## src/rtl/reg_wb_arbiter.sv

```systemverilog
// Writeback arbiter: shares the reg_file write port between MEM load returns and ALU results.
// Optional WB_ARB_STATS_EN adds saturating STALL_CNT / KILL_CNT counters.
module reg_wb_arbiter #(
   parameter int DEPTH = 4,
   parameter int DW    = 8,
   parameter int AW    = 3
) (
   input  logic                CLK,
   input  logic                RESET,
   input  logic                ALU_VALID,
   input  logic [AW-1:0]       ALU_ADDR,
   input  logic [DW-1:0]       ALU_DATA,
   input  logic                MEM_VALID,
   input  logic [AW-1:0]       MEM_ADDR,
   input  logic [DW-1:0]       MEM_DATA,
   output logic                WR_EN,
   output logic [AW-1:0]       WR_ADDR,
   output logic [DW-1:0]       WR_DATA,
   output logic [2**AW-1:0]    PENDING,
   output logic                STALL,
`ifdef WB_ARB_STATS_EN
   output logic [7:0]          STALL_CNT,
   output logic [7:0]          KILL_CNT,
`endif
   output logic                OVERFLOW
);

   localparam int PW = $clog2(DEPTH);
   localparam int NR = 2**AW;

   function automatic logic [NR-1:0] onehot(input logic [AW-1:0] a);
      onehot = NR'(1) << a;
   endfunction

   function automatic logic [7:0] sat_inc(input logic [7:0] v);
      sat_inc = (v == 8'hFF) ? v : v + 8'd1;
   endfunction

   logic [AW-1:0]    addr_q [DEPTH];
   logic [DW-1:0]    data_q [DEPTH];
   logic [DEPTH-1:0] live_q, live_d;
   logic [PW-1:0]    head_q, head_d, tail_q, tail_d;
   logic [PW:0]      cnt_q, cnt_d;
   logic             wr_en_q, wr_en_d;
   logic [AW-1:0]    wr_addr_q, wr_addr_d;
   logic [DW-1:0]    wr_data_q, wr_data_d;
   logic [NR-1:0]    pend_q, pend_d;
   logic             stall_q, ovf_q, ovf_d;

   logic [DEPTH-1:0] hit;
   logic             same_addr, alu_direct, fifo_grant, pop, push, want_push, full, any_kill;

   always_comb begin
      hit        = '0;
      for (int i = 0; i < DEPTH; i++)
         hit[i] = MEM_VALID && live_q[i] && (addr_q[i] == MEM_ADDR);
      any_kill   = |hit;
      same_addr  = ALU_VALID && MEM_VALID && (ALU_ADDR == MEM_ADDR);
      full       = (cnt_q == (PW+1)'(DEPTH));
      fifo_grant = !MEM_VALID && live_q[head_q];
      alu_direct = ALU_VALID && !MEM_VALID && (live_q == '0);
      // A head killed by this cycle's MEM write is retired now, alongside the MEM grant.
      pop        = (cnt_q != '0) && (fifo_grant || !(live_q[head_q] && !hit[head_q]));
      want_push  = ALU_VALID && !alu_direct && !same_addr;
      push       = want_push && (!full || pop);
      ovf_d      = ovf_q || (want_push && full && !pop);

      live_d = live_q & ~hit;
      if (pop)
         live_d[head_q] = 1'b0;
      if (push)
         live_d[tail_q] = 1'b1;
      head_d = pop  ? head_q + PW'(1) : head_q;
      tail_d = push ? tail_q + PW'(1) : tail_q;
      cnt_d  = cnt_q + (PW+1)'(push) - (PW+1)'(pop);

      wr_en_d   = 1'b1;
      wr_addr_d = wr_addr_q;
      wr_data_d = wr_data_q;
      if (MEM_VALID) begin
         wr_addr_d = MEM_ADDR;
         wr_data_d = MEM_DATA;
      end else if (fifo_grant) begin
         wr_addr_d = addr_q[head_q];
         wr_data_d = data_q[head_q];
      end else if (alu_direct) begin
         wr_addr_d = ALU_ADDR;
         wr_data_d = ALU_DATA;
      end else begin
         wr_en_d = 1'b0;
      end

      pend_d = wr_en_d ? onehot(wr_addr_d) : '0;
      for (int i = 0; i < DEPTH; i++) begin
         if (live_d[i])
            pend_d = pend_d | onehot((push && PW'(i) == tail_q) ? ALU_ADDR : addr_q[i]);
      end
   end

   always_ff @(posedge CLK or posedge RESET) begin
      if (RESET) begin
         live_q    <= '0;
         head_q    <= '0;
         tail_q    <= '0;
         cnt_q     <= '0;
         wr_en_q   <= 1'b0;
         wr_addr_q <= '0;
         wr_data_q <= '0;
         pend_q    <= '0;
         stall_q   <= 1'b0;
         ovf_q     <= 1'b0;
      end else begin
         live_q    <= live_d;
         head_q    <= head_d;
         tail_q    <= tail_d;
         cnt_q     <= cnt_d;
         wr_en_q   <= wr_en_d;
         wr_addr_q <= wr_addr_d;
         wr_data_q <= wr_data_d;
         pend_q    <= pend_d;
         stall_q   <= (cnt_d == (PW+1)'(DEPTH));
         ovf_q     <= ovf_d;
      end
   end

   // FIFO payload storage; validity is tracked solely by live_q.
   always_ff @(posedge CLK) begin
      if (push) begin
         addr_q[tail_q] <= ALU_ADDR;
         data_q[tail_q] <= ALU_DATA;
      end
   end

`ifdef WB_ARB_STATS_EN
   logic [7:0] stall_cnt_q, kill_cnt_q;

   always_ff @(posedge CLK or posedge RESET) begin
      if (RESET) begin
         stall_cnt_q <= '0;
         kill_cnt_q  <= '0;
      end else begin
         if (stall_q)
            stall_cnt_q <= sat_inc(stall_cnt_q);
         if (any_kill || same_addr)
            kill_cnt_q <= sat_inc(kill_cnt_q);
      end
   end

   assign STALL_CNT = stall_cnt_q;
   assign KILL_CNT  = kill_cnt_q;
`else
   logic unused_stats;
   assign unused_stats = ^{any_kill, sat_inc(8'h00)};
`endif

   assign WR_EN    = wr_en_q;
   assign WR_ADDR  = wr_addr_q;
   assign WR_DATA  = wr_data_q;
   assign PENDING  = pend_q;
   assign STALL    = stall_q;
   assign OVERFLOW = ovf_q;

endmodule

```

## config.mk

```make
export PLATFORM = sky130hd
export DESIGN_NAME = reg_wb_arbiter
export DESIGN_NICKNAME = d
export VERILOG_FILES = /design/src/rtl/reg_wb_arbiter.sv
export SDC_FILE = /design/constraint.sdc
export NUM_CORES = 1
export LEC_CHECK = 0
export BUFFER_PORTS_ARGS = -buffer_cell sky130_fd_sc_hd__buf_2
export CORE_MARGIN = 4
export CORE_UTILIZATION = 50
export DETAILED_ROUTE_END_ITERATION = 8
export HOLD_SLACK_MARGIN = 0.03
export PLACE_DENSITY = 0.76
export SKIP_CTS_REPAIR_TIMING = 1
export SLEW_MARGIN = 20
export SYNTH_ARGS = -nofsm -noshare
export SYNTH_HDL_FRONTEND = slang
export SYNTH_SLANG_ARGS = --single-unit
```

## constraint.sdc

```tcl
create_clock -name CLK -period 6.3 [get_ports CLK]
set_input_delay 1.26 -clock CLK [delete_from_list [all_inputs] [get_ports CLK]]
set_output_delay 1.26 -clock CLK [all_outputs]
set_load 0.02 [all_outputs]
```

Word level (Yosys, flattened, before mapping)
Memories as Yosys holds them, arrays and structs flattened.
Cells that the tools add are included.
Word-level totals
  output and inout port bits: 22
  flip-flop bits (word level): 33
  memories kept: 2
  latch bits: 0
  bits of input ports: 26
  memory bits (read-only): 0
  logic and storage cells: 114
  RAM bits: 44
Operators by class
  multiplexer cells: 30
  $lt $le $gt $ge: 4
  multipliers: 0
  equality and inequality tests: 10
  divide/modulo/power cells: 0
  bitwise logic cells: 9
  reduce and logical (&&, ||, !) cells: 40
  shift operators: 5
  add/subtract/negate cells: 4
Memory list
  data_q: words 4, width 8, rd ports 1, clocked after memory_dff 0, write ports 1, RTL line 40  | logic [DW-1:0] data_q [DEPTH];
  addr_q: words 4, width 3, rd ports 5, clocked after memory_dff 0, write ports 1, RTL line 39  | logic [AW-1:0] addr_q [DEPTH];
Operators with widths (number)
  two-way mux 8 bit: 8
  << shifter 1 x 3 -> 8 bit, first input constant: 5
  OR 8 bit: 4
  logical AND 1 bit: 26
  two-way mux 3 bit: 7
  equality test 3 bit: 5
  two-way mux 1 bit: 9
  AND 4 bit: 2
  two-way mux 4 bit: 2
  inverter 4 bit: 2
  zero test 1 bit: 7
  equality test 3 bit, second input constant: 2
  less-than comparator 2 x 3 -> 1 bit, second input constant: 2
  nonzero test 3 bit: 2
  adder 2 x 1 -> 2 bit, second input constant: 2
  binary-select mux 1 bit (select 2 bit): 2
  demux 1 bit (select 2 bit): 2
  equality test 2 bit, first input constant: 2
  greater-or-equal comparator 2 x 1 -> 1 bit, second input constant: 2
  zero test 4 bit: 1
  OR 4 bit: 1
  adder 3 x 1 -> 3 bit: 1
  logical OR 1 bit: 3
  subtractor 3 x 1 -> 3 bit: 1
  2 further kinds: 2

Logic depth before layout (Yosys ltp)
Gate-level depths: netlist of the first run.
  depth in word-level cells: 22
  depth in mapped cells: 14
  gate-level depth less buffers: 12

Worst setup path after synthesis of the first run
Ideal clock, no wire load.
  path kind: input-to-reg
  from: input MEM_ADDR[0]
  to: register stall_q, in the netlist STALL
  required time: 6212 ps
  path slack: 2395 ps
  buffers on the path: 1
  stages: 13
  arrival time: 3817 ps
  library setup time: 88 ps
  cell sequence: buf_4 xor2_1 nor3_1 a311oi_4 nor3b_2 ha_1 inv_1 ha_1 inv_1 fa_1 xnor2_1 xnor2_1 nor3b_1
Between the ends
  cells in the longest elaborated chain, start to end: 14
  elaborated cells on any way between the ends: 24
  those cells by class: add/sub (2); eq/ne (6); mux (2); reduce/logical (14)
RTL lines
  start, declared: RTL line 14  | input logic [AW-1:0] MEM_ADDR,
  equality test 3 bit: RTL line 56  | hit[i] = MEM_VALID && live_q[i] && (addr_q[i] == MEM_ADDR);
  logical AND 1 bit: RTL line 56
  binary-select mux 1 bit (select 2 bit): RTL line 63  | pop = (cnt_q != '0) && (fifo_grant || !(live_q[head_q] && !hit[head_q]));
  two-way mux 1 bit (implied by the code): RTL line 63
  zero test 1 bit: RTL line 63
  logical AND 1 bit: RTL line 63
  zero test 1 bit: RTL line 63
  logical OR 1 bit: RTL line 63
  logical AND 1 bit: RTL line 63
  logical OR 1 bit: RTL line 65  | push = want_push && (!full || pop);
  logical AND 1 bit: RTL line 65
  adder 3 x 1 -> 3 bit: RTL line 75  | cnt_d = cnt_q + (PW+1)'(push) - (PW+1)'(pop);
  subtractor 3 x 1 -> 3 bit *: RTL line 75
  named net cnt_d[2]: RTL line 43  | logic [PW:0] cnt_q, cnt_d;
  equality test 3 bit *: RTL line 121  | stall_q <= (cnt_d == (PW+1)'(DEPTH));
  end signal, assigned: RTL line 121
  end, declared: RTL line 48  | logic stall_q, ovf_q, ovf_d;
The timed path passes the listed nets; every way through them passes the cells marked *. The select of a mux whose other input is x is not followed.
A chain may end at the register's enable or synchronous reset.

Worst setup path after layout of the first run
  from: input MEM_VALID
  to: register stall_q, in the netlist STALL
Between the ends
  cells in the longest elaborated chain, start to end: 14
  elaborated cells on any way between the ends: 30
  those cells by class: add/sub (2); eq/ne (1); mux (2); reduce/logical (25)
RTL lines
  start, declared: RTL line 13  | input logic MEM_VALID,
  logical AND 1 bit (2 in series): RTL line 56
  binary-select mux 1 bit (select 2 bit): RTL line 63
  two-way mux 1 bit (implied by the code): RTL line 63
  zero test 1 bit: RTL line 63
  logical AND 1 bit: RTL line 63
  zero test 1 bit: RTL line 63
  logical OR 1 bit: RTL line 63
  logical AND 1 bit: RTL line 63
  logical OR 1 bit: RTL line 65
  logical AND 1 bit: RTL line 65
  adder 3 x 1 -> 3 bit: RTL line 75
  subtractor 3 x 1 -> 3 bit *: RTL line 75
  named net cnt_d[2]: RTL line 43
  equality test 3 bit *: RTL line 121
Marked as above.

==> metrics.txt, run 1 <==
run status finished clean; Sw Pwr 1.04 mW; die width 104 um; I/O pins 48; FILL cells 751; Synth Register Bits 77; data arrival time of the critical path 4.24 ns; total power 2.35 mW; pwr dens 470 nW/um^2; min-delay worst type reg2reg; drc violations 0; leading area contributor after synthesis edfxtp_1; Yosys warnings 0; H-Tree Depth 3; final hold violation count 0; DP Area 4790 um^2; ANT cells 0; Post-Syn Nets 413; die area 10800 um^2; logic gate share of total power 48.7%; Congestion Overflow GR 0; Setup Crit Path Kind in2reg; initial DRC count 334; most instantiated cells after synthesis 44 x edfxtp_1, 40 x nand2_1, 33 x dfrtp_1; Slew HR 48.0%; Leak 2.05 nW; worst skew pair latency 0.36 ns; synthesized area 4580 um^2; initial antenna violation count 1; final instance area 4990 um^2; Max Clock Skew 0.0104 ns; total wire length 11.0 mm; slowest stage delay, CP 0.56 ns; number of flops mapped to enable cells by yosys 44; Layout Cells excl Fill 530; Longest Clk Path Bufs 2; Syn Inst Count 376; Synth async-reset ratio 42.9%; CP max FO 35; Netlist cell types 76; Cells after DPL 514; WL/cell 20.7 um; TritonCTS Buffers 9; total global-route track usage 21.1%; Clk network pwr share 16.2%; first-pass GRT wire length 17.8 mm; final net count 454; Buf+Inv Stages, Crit Path 3; CP Launch Type input port; Avg Vias per Cell 6.11; final core occ 56.7%; Int Pwr 1.31 mW; crit end category register; Detail Route Antenna Nets 0; number of global-route vias before repair 3300; worst setup margin 2.34 ns; RD Place Congestion 0.922; actual transition at the worst max-transition pin 0.780 ns; Vias 3237; Area contributors post-synth edfxtp_1 29%, dfrtp_1 18%, mux4_2 5.9%, mux2i_1 5.5%, nand2_1 3.3%; Max Freq 252 MHz; PortBufs 47; Seq/Total Area, Yosys 46.8%; Setup TNS 0 ns; layout cell share with drive strength beyond 1 27.3%; switching part of the total 44.1%; Initial Util 52.1%; die height 104 um; RSZ-0062 raised after global routing false; 1st-pass router iterations 6; max-cap violation count 0; Final Cycle Share 62.9%; slowest CP cell buf_2; crit path cell chain buf_2, nor4b_4, a21boi_0, and2_1, o21ai_0, ha_1, inv_1, ha_1, inv_1, fa_1, xnor2_1, xnor2_1, nor3b_1; share of the synthesized area in the top cell type 28.8%; sequential share of power 35.1%; largest net degree at the start of global routing 36; final worst path period need 3.96 ns; clk sinks 77; Area Growth Syn to Fin 8.90%; Hold Worst Slack 0.485 ns; CTS Root Cell clkbuf_8; Slew Limit Fails 0; Clock transition at path regs 0.09 ns; hpwl dp 8.03 mm; num rows 34; Finish-stage setup viols 0; dominant cell by count in the synthesized netlist edfxtp_1; Setup WS pre-CTS 1.92 ns; Core ar. 8810 um^2; Worst VDD drop 0.000158 V; Syn Area/Cell 12.2 um^2; Post-synth top flop edfxtp_1; TritonCTS clock tree done; WP data required 6.58 ns; Worst path top cell family by delay adder cells
-- logic make-up (layout without fill, tap and decap cells) --
kind of cell,Yosys count,count (layout),share of synthesized area (%)
multiplexers,40,40,12.1
adder cells (fa/ha/maj),11,11,3.17
AND/OR/NAND/NOR,115,115,14.5
flip-flops,77,77,46.8
XOR/XNOR,19,19,3.63
AO/OA/AOI/OAI,74,74,13.8
buffers and inverters,40,86,5.95
-- layout make-up --
class | instances | area [um^2] | share of cell area (%)
clock buffers | 9 | 124 | 2.48
flip-flops and latches | 77 | 2150 | 43.0
repair buffers | 50 | 258 | 5.16
inverters | 20 | 83.8 | 1.68
multi-input cells | 259 | 2160 | 43.4
clock inverters | 7 | 80.1 | 1.60
well taps | 108 | 135 | 2.71
-- flip-flops by register name, indices dropped and copies added, names as in the netlist --
register,count
OVERFLOW,1
WR_EN,1
head_q,2
PENDING,8
STALL,1
live_q,4
addr_q,12
cnt_q,3
WR_DATA,8
tail_q,2
data_q,32
WR_ADDR,3
-- routing by layer --
metal	up-vias	wire length, um	track usage (%)	share of wire, %
met5	-	7	0	0.064
met4	2	288	7.03	2.6
met3	21	815	5.91	7.4
met2	153	5160	32.8	47
met1	1577	4690	28.6	43
li1	1484	-	-	-
-- final timing paths --
path	end	start	cells past startpoint	slack, ns
min in group asynchronous	WR_DATA[7]	RESET	3	0.97
worst max-delay path	STALL	MEM_VALID	13	2.34
max in group asynchronous	live_q[1]	RESET	3	5.00
worst min register to register	OVERFLOW	OVERFLOW	1	0.48
worst max register to register	STALL	head_q[1]	12	2.36
worst min-delay path	OVERFLOW	OVERFLOW	1	0.48
-- power groups by stage --
stage	logic (mW)	registers, mW	clock network, mW
floorplan	0.842	0.861	0
global placement	1.12	0.828	0
detailed placement	1.14	0.836	0
CTS	1.14	0.824	0.384
global route	1.25	0.848	0.409
finish	1.14	0.825	0.380
-- cell usage in the layout, fill, tap and decap left out, types with 3 or more instances in the layout --
master and count:
o211ai_1 6, edfxtp_1 44, a21oi_1 8, buf_4 3, o41ai_2 3, o21ai_0 15, xnor2_1 10, inv_1 16
a211oi_1 3, clkbuf_8 9, buf_2 47, nand2b_1 9, ha_1 10, mux2i_1 25, xor2_1 9, nor2b_1 4
nor3_1 7, nor3b_1 3, mux2_2 3, mux4_2 12, dfrtp_1 33, nand2_1 40, a22oi_1 5, nand3_1 10
a222oi_1 3, nor2_1 16, a21boi_0 3, nand4_1 4
No activity file was read; power rests on OpenSTA's default activity.
==> run 2: changes to the inputs <==
==> constraint.sdc (replaced) <==
create_clock -name CLK -period 4.04 [get_ports CLK]
set_input_delay 0.808 -clock CLK [delete_from_list [all_inputs] [get_ports CLK]]
set_output_delay 0.808 -clock CLK [all_outputs]
set_load 0.02 [all_outputs]
==> run 2 against run 1 <==
Net effect:
- critical path depth did not move
- first-iteration DRC count shrank 15%
- core utilization is 0.70 points higher
- highest routed layer unchanged
- via count up 2.1%
- flip-flop and latch count unchanged
- global-route usage rose by 0.32 points
- largest cell class unchanged
- wire length rose by 0.84%
- design area increased by 1.2%
- power up 62%
- largest power group unchanged
==> metrics.txt, run 2 (same netlist as run 1, synthesis figures left out) <==
run status finished clean (unchanged); PortBufs 47 (unchanged); ANT cells 0 (unchanged); Detail Route Antenna Nets 0 (unchanged); Avg Vias per Cell 6.19 (was 6.11); Initial Util 52.1% (unchanged); pwr dens 750 nW/um^2 (was 470 nW/um^2); worst skew pair latency 0.37 ns (was 0.36 ns); largest net degree at the start of global routing 34 (was 36); clk sinks 77 (unchanged); total wire length 11.1 mm (was 11.0 mm); final core occ 57.4% (was 56.7%); Max Freq 300 MHz; H-Tree Depth 3 (unchanged); layout cell share with drive strength beyond 1 27.9% (was 27.3%); die area 10800 um^2 (unchanged); WP data required 4.32 ns (was 6.58 ns); most frequent cells in the layout 47 x buf_2, 44 x edfxtp_1, 40 x nand2_1, 33 x dfrtp_1, 25 x mux2i_1 (unchanged); Slew Limit Fails 0 (unchanged); Regs by FF count data_q x32, addr_q x12 (unchanged); final net count 458 (was 454); CP max FO 7 (was 35); Core ar. 8810 um^2 (unchanged); Leak 2.09 nW (was 2.05 nW); Area Growth Syn to Fin 10.2% (was 8.90%); crit end category register (unchanged); TritonCTS Buffers 9 (unchanged); Buf+Inv Stages, Crit Path 3 (unchanged); max reg flops 32 (unchanged); hpwl dp 7.93 mm (was 8.03 mm); Multi-input gate area 2160 um^2 (unchanged); Clock transition at path regs 0.09 ns (about the same); Vias 3304 (was 3237); Congestion Overflow GR 0 (unchanged); register area 2150 um^2 (unchanged); actual transition at the worst max-transition pin 0.734 ns (was 0.780 ns); data arrival time of the critical path 3.62 ns (was 4.24 ns); initial DRC count 284 (was 334); CP Launch Type input port (unchanged); num rows 34 (unchanged); Finish-stage setup viols 0 (unchanged); Setup TNS 0 ns (unchanged); WL/cell 20.7 um (about the same); most common cell after layout, fill and taps aside buf_2 (unchanged); Worst VDD drop 0.000241 V (was 0.000158 V); final hold violation count 0 (unchanged); Final Cycle Share 82.5%; I/O pins 48 (unchanged); Max Clock Skew 0.00913 ns (was 0.0104 ns); first-pass GRT wire length 18.2 mm (was 17.8 mm); Setup Crit Path Kind in2reg (unchanged); max-cap violation count 0 (unchanged); Worst path top cell family by delay adder cells (unchanged); initial antenna violation count 1 (unchanged); die width 104 um (unchanged); RD Place Congestion 0.908 (was 0.922); slowest stage delay, CP 0.39 ns (was 0.56 ns); number of global-route vias before repair 3350 (was 3300); 1st-pass router iterations 5 (was 6); crit path cell chain buf_2, xor2_1, nor4_4, o22a_4, o21ai_0, ha_1, inv_1, ha_1, inv_1, fa_1, xnor2_1, xnor2_1, nor3b_1 (was buf_2, nor4b_4, a21boi_0, and2_1, o21ai_0, ha_1, inv_1, ha_1, inv_1, fa_1, xnor2_1, xnor2_1, nor3b_1); die height 104 um (unchanged); Slew HR 50.3% (was 48.0%); RSZ-0062 raised after global routing false (unchanged); FILL cells 719 (was 751); largest register by flop count data_q (unchanged); min-delay worst type reg2reg (unchanged); final worst path period need 3.33 ns; drc violations 0 (unchanged); slowest CP cell o21ai_0 (was buf_2); TritonCTS clock tree done (unchanged); Longest Clk Path Bufs 2 (unchanged); total global-route track usage 21.4% (was 21.1%); CTS Root Cell clkbuf_8 (unchanged)
[run 2: layout make-up]
cell class              instances  share of cell area [%]
repair buffers                 54                    5.69
flip-flops and latches         77                    42.5
clock inverters                 7                    2.20
well taps                     108                    2.67
inverters                      20                    1.66
multi-input cells             259                    42.8
clock buffers                   9                    2.45
[run 2: metrics by stage]
stage	total power [mW]	area [um^2]	std cells	setup WS, ns	hold slack, ns
after CTS	3.80	5050	534	0.692	0.478
after floorplan	2.66	4580	376	0.587	0.498
after global placement	3.07	4820	518	0.440	0.450
after detailed placement	3.10	4820	518	0.310	0.457
final	3.79	5050	534	0.706	0.473
after global routing	4.06	5050	534	0.412	0.494
[run 2: where the power goes]
part	internal, mW	switching (mW)
Sequential	1.09	0.180
Combinational	0.735	1.09
Clock	0.365	0.330
[run 2: routing by layer]
metal	wire (um)	share of wire [%]	vias to the layer above	track usage, %
met4	404	3.7	2	10.9
met3	804	7.3	37	4.85
met5	7	0.063	-	0
met2	5060	46	151	32.1
li1	-	-	1495	-
met1	4780	43	1619	29.1
[run 2: final timing paths]
path                        startpoint    endpoint  slack [ns]  cells past startpoint
setup / recovery           MEM_ADDR[1]       STALL        0.71                     13
hold / removal                OVERFLOW    OVERFLOW        0.47                      1
setup reg to reg             head_q[0]       STALL        0.74                     12
hold reg to reg               OVERFLOW    OVERFLOW        0.47                      1
max in group asynchronous        RESET   head_q[1]        3.20                      3
min in group asynchronous        RESET  WR_DATA[0]        0.52                      3
==> run 3: changes to the inputs <==
--- a/config.mk
+++ b/config.mk
@@ -10,7 +10,7 @@
 export CORE_UTILIZATION = 50
 export DETAILED_ROUTE_END_ITERATION = 8
 export HOLD_SLACK_MARGIN = 0.03
-export PLACE_DENSITY = 0.76
+export PLACE_DENSITY = 0.79
 export SKIP_CTS_REPAIR_TIMING = 1
 export SLEW_MARGIN = 20
 export SYNTH_ARGS = -nofsm -noshare
==> constraint.sdc (replaced) <==
create_clock -name CLK -period 2.8 [get_ports CLK]
set_input_delay 0.56 -clock CLK [delete_from_list [all_inputs] [get_ports CLK]]
set_output_delay 0.56 -clock CLK [all_outputs]
set_load 0.02 [all_outputs]
==> run 3 against run 2 <==
Net effect:
- the run now ends with negative setup slack left
- combinational power up 85%
- power is 60% higher
- flip-flop and latch count unchanged
- largest cell class unchanged
- highest routed layer is now met4
==> metrics.txt, run 3 (same netlist as run 1, synthesis figures left out) <==
RD Place Congestion 0.955 (was 0.908); Vias 3585 (was 3304); die height 104 um (unchanged); actual transition at the worst max-transition pin 0.451 ns (was 0.734 ns); Avg Vias per Cell 5.95 (was 6.19); final net count 527 (was 458); ANT cells 0 (unchanged); max-cap violation count 0 (unchanged); largest register by flop count data_q (unchanged); die width 104 um (unchanged); logic gate share of total power 56.0% (was 48.2%); failing checks negative setup slack; run status complete, but fails checks (was finished clean); total wire length 11.8 mm (was 11.1 mm); Detail Route Antenna Nets 0 (unchanged); first-pass GRT wire length 19.1 mm (was 18.2 mm); crit end category register (unchanged); Leak 2.44 nW (was 2.09 nW); TritonCTS clock tree done (unchanged); final instance area 5670 um^2 (was 5050 um^2); final hold violation count 0 (unchanged); Max Freq 345 MHz; sequential share of power 28.9% (was 33.5%); Int Pwr 3.53 mW (was 2.19 mW); WL/cell 19.6 um (was 20.7 um); drc violations 0 (unchanged); WP data required 3.08 ns (was 4.32 ns); number of global-route vias before repair 3576 (was 3350); Finish-stage setup viols 1 (was 0); H-Tree Depth 3 (unchanged); num rows 34 (unchanged); CTS Root Cell clkbuf_8 (unchanged); Setup Crit Path Kind reg2reg (was in2reg); data arrival time of the critical path 3.17 ns (was 3.62 ns); die area 10800 um^2 (unchanged); TritonCTS Buffers 9 (unchanged); pwr dens 1070 nW/um^2 (was 750 nW/um^2); CP max FO 4 (was 7); total power 6.05 mW (was 3.79 mW); Final Cycle Share 103%; hpwl dp 8.88 mm (was 7.93 mm); RSZ-0062 raised after global routing true (was false); Congestion Overflow GR 0 (unchanged); Slew HR 69.7% (was 50.3%); worst setup margin -0.0944 ns (was 0.706 ns); Hold Worst Slack 0.173 ns (was 0.473 ns); total global-route track usage 22.5% (was 21.4%); Area Growth Syn to Fin 23.8% (was 10.2%); Longest Clk Path Bufs 2 (unchanged); final worst path period need 2.89 ns; most common cell after layout, fill and taps aside buf_4 (was buf_2); Worst VDD drop 0.000441 V (was 0.000241 V); max reg flops 32 (unchanged); CP Launch Type register (was input port); I/O pins 48 (unchanged); Clk network pwr share 15.1% (was 18.3%); switching part of the total 41.6% (was 42.3%); layout cell share with drive strength beyond 1 40.4% (was 27.9%); DP Area 5400 um^2 (was 4820 um^2); Max Clock Skew 0.0167 ns (was 0.00913 ns); worst skew pair latency 0.36 ns (was 0.37 ns); min-delay worst type in2async (was reg2reg); Core ar. 8810 um^2 (unchanged); Regs by FF count data_q x32, addr_q x12 (unchanged); 1st-pass router iterations 5 (unchanged); Slew Limit Fails 0 (unchanged); PortBufs 47 (unchanged); Initial Util 52.1% (unchanged); final core occ 64.4% (was 57.4%); initial DRC count 315 (was 284); largest net degree at the start of global routing 25 (was 34); Sw Pwr 2.52 mW (was 1.60 mW); clk sinks 77 (unchanged); Clock transition at path regs 0.09 ns (about the same); most frequent cells in the layout 74 x buf_4, 47 x buf_2, 44 x edfxtp_1, 40 x nand2_1, 33 x dfrtp_1 (was 47 x buf_2, 44 x edfxtp_1, 40 x nand2_1, 33 x dfrtp_1, 25 x mux2i_1); initial antenna violation count 0 (was 1)
run 3: changes by cell type in the layout (fill, tap and decap cells not counted), sizes merged:
cell,previous run,this run
inv,23,22
clkinvlp,0,2
bufinv,2,1
buf,54,123
run 3: final timing paths:
kind,start,slack [ns],end,cells after the start
min,RESET,0.17,WR_ADDR[1],2
min in group CLK,ALU_DATA[6],0.43,data_q[1][6],1
min reg2reg,OVERFLOW,0.47,OVERFLOW,1
max reg2reg,head_q[0],-0.09,STALL,12
max,head_q[0],-0.09,STALL,12
max in group asynchronous,RESET,1.95,head_q[0],3
run 3: power groups by stage:
stage / Clock (mW) / Combinational (mW) / Sequential (mW)
detailed placement: 0 / 3.24 / 1.77
global route: 0.978 / 3.66 / 1.79
finish: 0.915 / 3.39 / 1.75
floorplan: 0 / 1.99 / 1.94
CTS: 0.929 / 3.25 / 1.75
global placement: 0 / 3.16 / 1.76
run 3: routing by layer:
metal | up-vias | global-route usage [%] | share of wire (%)
met5 | - | 0 | 0
met4 | 0 | 9.50 | 3.0
met3 | 31 | 4.98 | 9.1
met2 | 186 | 34.6 | 46
met1 | 1734 | 30.9 | 42
li1 | 1634 | - | -
run 3: critical path: stages (launching register included):
cell      delay, ns
dfrtp_1        0.43
mux4_2         0.61
nand3_2        0.14
a311oi_4       0.05
nor3b_4        0.24
ha_1           0.26
inv_1          0.06
ha_2           0.16
inv_2          0.03
fa_2           0.34
xnor2_2        0.19
xnor2_2        0.14
nor3b_2        0.17
run 3: metrics by stage:
step / cells / setup WS, ns / setup TNS, ns
3_5_place_dp: 584 / -0.401 / -0.775
5_1_grt: 603 / -0.238 / -0.326
4_1_cts: 600 / -0.250 / -0.331
2_1_floorplan: 376 / -0.248 / -0.378
6_report: 603 / -0.0944 / -0.0944
3_3_place_gp: 584 / -0.279 / -0.503
run 3: layout make-up:
cell class	count	area [um^2]
tap	108	135
multi-input combinational	259	2260
clock buffer	9	124
clock inverter	7	86.3
inverter	20	87.6
timing repair buffer	123	831
sequential	77	2150
fill	676	3130
